$ cat config.mk
export PLATFORM = sky130hd
export DESIGN_NAME = debouncer_bank
export DESIGN_NICKNAME = d
export VERILOG_FILES = /design/src/rtl/debouncer_bank.sv
export SDC_FILE = /design/constraint.sdc
export NUM_CORES = 1
export LEC_CHECK = 0
export CAP_MARGIN = 20
export CORE_UTILIZATION = 55
export DETAILED_ROUTE_END_ITERATION = 16
export GPL_TIMING_DRIVEN = 0
export PLACE_DENSITY = 0.78
export SYNTH_ARGS = -nofsm -noshare
export SYNTH_HDL_FRONTEND = slang
export SYNTH_SLANG_ARGS = --single-unit
$ cat constraint.sdc
create_clock -name clk -period 2 [get_ports clk]
set_clock_uncertainty 0.1 [all_clocks]
set_input_delay 0.5 -clock clk [delete_from_list [all_inputs] [get_ports clk]]
set_output_delay 0.5 -clock clk [all_outputs]
set_load 0.02 [all_outputs]
$ cat src/rtl/debouncer_bank.sv
// debouncer_bank: per-channel FSM debouncer with registered rise/fall pulses.
// Define DEBOUNCER_SYNC_EN to put a two-flop synchroniser ahead of each channel.
module debouncer_bank #(
  parameter int CHANNELS     = 4,
  parameter int BOUNCE_TICKS = 10
) (
  input  logic                clk,
  input  logic                rst,
  input  logic [CHANNELS-1:0] bouncy_in,
  output logic [CHANNELS-1:0] debounced_out,
  output logic [CHANNELS-1:0] rise,
  output logic [CHANNELS-1:0] fall,
  output logic                any_change
);
  localparam int CW = $clog2(BOUNCE_TICKS + 1);
  localparam logic [CW-1:0] LAST = CW'(BOUNCE_TICKS - 1);
  typedef enum logic [1:0] {STABLE0, PEND1, STABLE1, PEND0} state_t;
  logic [CHANNELS-1:0] s;
`ifdef DEBOUNCER_SYNC_EN
  logic [CHANNELS-1:0] sync1, sync2;
  always_ff @(posedge clk or negedge rst)
    if (!rst) begin
      sync1 <= '0;
      sync2 <= '0;
    end else begin
      sync1 <= bouncy_in;
      sync2 <= sync1;
    end
  assign s = sync2;
`else
  assign s = bouncy_in;
`endif
  for (genvar i = 0; i < CHANNELS; i++) begin : g_ch
    state_t        st;
    logic [CW-1:0] cnt;
    logic          d, r, f;
    always_ff @(posedge clk or negedge rst)
      if (!rst) begin
        st  <= STABLE0;
        cnt <= '0;
        d   <= 1'b0;
        r   <= 1'b0;
        f   <= 1'b0;
      end else begin
        r <= 1'b0;
        f <= 1'b0;
        case (st)
          STABLE0: if (s[i]) begin
            st  <= PEND1;
            cnt <= '0;
          end
          PEND1: if (!s[i]) begin
            st  <= STABLE0;
            cnt <= '0;
          end else if (cnt == LAST) begin
            st  <= STABLE1;
            cnt <= '0;
            d   <= 1'b1;
            r   <= 1'b1;
          end else cnt <= cnt + 1'b1;
          STABLE1: if (!s[i]) begin
            st  <= PEND0;
            cnt <= '0;
          end
          PEND0: if (s[i]) begin
            st  <= STABLE1;
            cnt <= '0;
          end else if (cnt == LAST) begin
            st  <= STABLE0;
            cnt <= '0;
            d   <= 1'b0;
            f   <= 1'b1;
          end else cnt <= cnt + 1'b1;
          default: begin
            st  <= STABLE0;
            cnt <= '0;
          end
        endcase
      end
    assign debounced_out[i] = d;
    assign rise[i]          = r;
    assign fall[i]          = f;
  end
  assign any_change = |(rise | fall);
endmodule
==> results by stage <==
Pwr:
- The static leakage power is approximately 1.0 nW.
- Overall power consumption after layout is estimated at 1.441 mW.
- In this run the power spent charging and discharging nets is 365.0 uW.
- The fraction of power spent switching nets is 25.33%.
- The power density normalized to cell area is between 600 and 700 mW/mm^2.
- The cell internal power dissipation is 1.076 mW.
- The register share of total power is 55.3%.
- The share of total power dissipated in combinational logic is 9.8%.
- The maximum resistive drop on vdd is roughly 0.39 mV.
- The share of power burned in the clock network is 34.9%.

Detailed routing:
- The detailed router's first-iteration violation count is 110.
- The final antenna-violating net count is 0.
- The average wire length per cell after detail routing is 13.19 microns.
- The average via count per standard cell is roughly 5.5.
- The number of remaining DRC errors is 0.
- The count of vias placed by the detailed router is 1329.
- The number of detailed-route iterations in the first pass is 4.
- The sum of routed wire length over all layers is 3205 microns.

Setup path:
- The critical path's slowest cell is sky130_fd_sc_hd__dfrtp_1.
- The kind of capture point of the worst setup path is an output pin.
- In this design, the stage delay of the slowest critical-path cell is just over 0.4 ns.
- At the worst endpoint, the required time is ~1.4 ns.
- The maximum net fanout on the critical path is 2.
- The signal on the critical path passes through nor4_2 > nand2_1 > clkbuf_2.
- The arrival time at the worst endpoint is 1.23 ns.
- The startpoint kind of the worst setup timing path is a flop.
- The critical path is of the flop to output pin type.

Die:
- The die area is 0.003533 sq mm.
- The die is 59.44 microns wide.
- The row count is 20.
- For this configuration, the core starts out at a cell density of roughly three fifths.
- The area of the core region is just over 0.003 sq mm.
- 19 I/O pins were placed.
- The die height is 59.44 microns.

CTS:
- The tree is rooted in a sky130_fd_sc_hd__clkbuf_4.
- The clock passes through at most 2 buffers.
- Buffers inserted during clock tree synthesis total 5.
- The CTS tree is built.
- The clock edge transition at the registers on the reported setup and hold paths is 0.11 ns.
- Clock latency on the worst-skew pair, taken at its later pin, is 0.34 ns.
- The post-CTS repair timing setup buffer count is 0.
- The total number of H-tree levels is 2.
- The clock drives 36 sinks.

Cells and area:
- The summed area of non-filler cells in the final layout is 0.002121 sq mm.
- 0 antenna diodes ended up in the layout.
- The share of post-route cells with drive strength above 1 is approximately an eighth.
- The growth of design area from synthesis to finish is 16.90%.
- The count of nets after finishing is 212.

GRT:
- For this run the aggregate overflow at the end of global routing stands at 0.
- The wire length of the first global-routing pass is 5595 microns.
- Entering global routing, the biggest net connects 37 pins.
- The number of global-route vias before repair is 1305.
- The combined global-route utilization of all metal layers is 21.40%.
- The number of antenna violations at the first check in global routing is 0.

Timing:
- The remaining max-slew budget at the tightest pin is 48.72%.
- The final critical-path required period is 1.834 ns.
- Setup repair after global routing left no endpoint under its margin.
- For the final routed database, the setup TNS stands at 0 ns.
- The achievable frequency is 545.2 MHz.
- The number of hold violations in the final report came to 0.
- The total of endpoints with negative setup slack in the final report is 0.
- The actual slew at the worst max-slew pin is approximately 0.77 ns.
- The max-slew violation total from the final report is 0.
- The hold slack is 0.1209 ns.
- Of the available clock period, the critical path in the final layout requires between 90 and 100%.

Min path:
- The class of the tightest hold or removal check is primary input to asynchronous set/reset pin.

Synthesis:
- The share of flip-flops with an asynchronous set or reset after synthesis is 100.0%.
- The synthesis warning total is 0.
- Synthesis produced 173 cells.
- The mapped netlist covers 0.001814 sq mm.
- For this run, the leading register cell type out of synthesis is sky130_fd_sc_hd__dfrtp_1.
- After synthesis, the cell types taking the most area are sky130_fd_sc_hd__dfrtp_1, sky130_fd_sc_hd__ha_1, sky130_fd_sc_hd__buf_4.
- The average instance in the mapped netlist occupies 10.49 sq um.
- The library cell with the largest summed area after synthesis is sky130_fd_sc_hd__dfrtp_1.
- The share of the yosys chip area belonging to registers is 49.66%.
- The count of flip-flops with a built-in enable after synthesis is 0.
- The synthesized netlist contains 35 unique library cells.
- The share of synthesized area in the top cell type comes to 49.66%.
- The total nets after synthesis is 187.
- After synthesis the netlist holds a flip-flop and latch count of 36.

Place:
- Port buffering added 18 buffers.
- The placer's final routability congestion estimate is 0.7395.
- Summed over all nets, the half-perimeter wirelength after detailed placement is 2370 microns.
- Once placement finished, the instance area stood at 0.002044 sq mm.

Outcome:
- The flow ran to the end, and the final reports show no timing, DRC or antenna violations.

Flow run:
- The count of max-cap constraint violations is 0.
[kinds of logic (layout without fill, tap and decap cells)]
group | Yosys count | in the layout | synth area share, %
DFF | 36 | 36 | 49.65
and+or+nand+nor | 67 | 67 | 21.72
muxes | 1 | 1 | 0.5517
buffers and inverters | 21 | 47 | 6.828
adders and majority gates | 8 | 8 | 5.517
AOI/OAI and AO/OA | 32 | 32 | 11.86
xor gates and xnor gates | 8 | 8 | 3.862
[path summary, 6_finish.rpt]
check                                from             end  slack (ns)  depth (start not counted)
min reg2reg                          flop       g_ch[1].r        0.42                          1
max reg2reg                g_ch[3].cnt[0]  g_ch[3].cnt[1]        0.38                          4
max                             g_ch[0].f      any_change        0.17                          3
min in group clk                     flop       g_ch[1].r        0.42                          1
max in group asynchronous             rst       g_ch[1].f        1.19                          1
min                                   rst       g_ch[2].d        0.12                          1
[synth_stat cells (2+ instances only)]
cell                         n
sky130_fd_sc_hd__inv_1       8
sky130_fd_sc_hd__nand3_1     9
sky130_fd_sc_hd__o21ai_0     6
sky130_fd_sc_hd__o211ai_1    4
sky130_fd_sc_hd__buf_4      12
sky130_fd_sc_hd__o32ai_1     2
sky130_fd_sc_hd__nand4b_1    7
sky130_fd_sc_hd__o2bb2ai_1   6
sky130_fd_sc_hd__xnor2_1     3
sky130_fd_sc_hd__nor2_1      8
sky130_fd_sc_hd__xor2_1      5
sky130_fd_sc_hd__o21ai_1     2
sky130_fd_sc_hd__nor3b_1     3
sky130_fd_sc_hd__nor4_1      3
sky130_fd_sc_hd__and2_1      2
sky130_fd_sc_hd__and4b_1     4
sky130_fd_sc_hd__nand2b_1    5
sky130_fd_sc_hd__nand3b_1    2
sky130_fd_sc_hd__a21oi_1     8
sky130_fd_sc_hd__nand2_1    17
sky130_fd_sc_hd__ha_1        8
sky130_fd_sc_hd__dfrtp_1    36
[layout by cell type, fill, tap and decap left out, types with 7 or more instances in the layout]
| master | count |
|---|---|
| sky130_fd_sc_hd__ha_1 | 8 |
| sky130_fd_sc_hd__inv_1 | 8 |
| sky130_fd_sc_hd__nand3_1 | 9 |
| sky130_fd_sc_hd__a21oi_1 | 8 |
| sky130_fd_sc_hd__nand2_1 | 17 |
| sky130_fd_sc_hd__dfrtp_1 | 36 |
| sky130_fd_sc_hd__dlygate4sd2_1 | 10 |
| sky130_fd_sc_hd__buf_4 | 12 |
| sky130_fd_sc_hd__nand4b_1 | 7 |
| sky130_fd_sc_hd__nor2_1 | 8 |
[final cells by class]
| type | instances | area, sq um |
|---|---|---|
| plain buffers | 13 | 93.84 |
| inverters | 8 | 30.03 |
| clock buffers | 6 | 41.29 |
| fillers | 248 | 982.2 |
| well taps | 44 | 55.05 |
| clock inverters | 2 | 35.03 |
| repair buffers | 18 | 162.7 |
| flip-flops and latches | 36 | 900.9 |
| multi-input cells | 116 | 802.0 |
[critical path: cells and delay by family (launching register included)]
kind	cells	cell delay (ns)
buffers and inverters	1	0.16
DFF	1	0.41
and+or+nand+nor	2	0.33
[per-stage QoR]
step	instances	setup WS, ns	utilization (%)
after CTS	243	-0.03725	67.90
after global placement	235	-0.3754	66.05
after detailed placement	235	-0.05499	65.89
after global routing	243	0.01115	68.35
final	243	0.1659	68.35
after floorplan	173	0.5262	-
[per-layer routing]
metal	vias up	GRT usage, %	wire length, microns
li1	660	-	-
met1	628	27.64	1500
met2	35	34.35	1524
met3	6	5.895	137
met4	0	7.823	43
met5	-	0	0
[repair_timing]
action | in CTS | in global routing
hold buffers | 0 | 0
gates resized for setup | 11 | 6
setup endpoints to repair | 11 | 3
[power groups by stage]
| stage | Sequential (mW) | Clock, mW | Combinational [mW] |
|---|---|---|---|
| 2_1_floorplan | 0.801 | 0 | 0.0908 |
| 3_3_place_gp | 0.806 | 0 | 0.132 |
| 3_5_place_dp | 0.810 | 0 | 0.143 |
| 4_1_cts | 0.796 | 0.513 | 0.143 |
| 5_1_grt | 0.804 | 0.554 | 0.162 |
| 6_report | 0.797 | 0.503 | 0.141 |
Note: power is estimated with default switching activity, not from simulation.
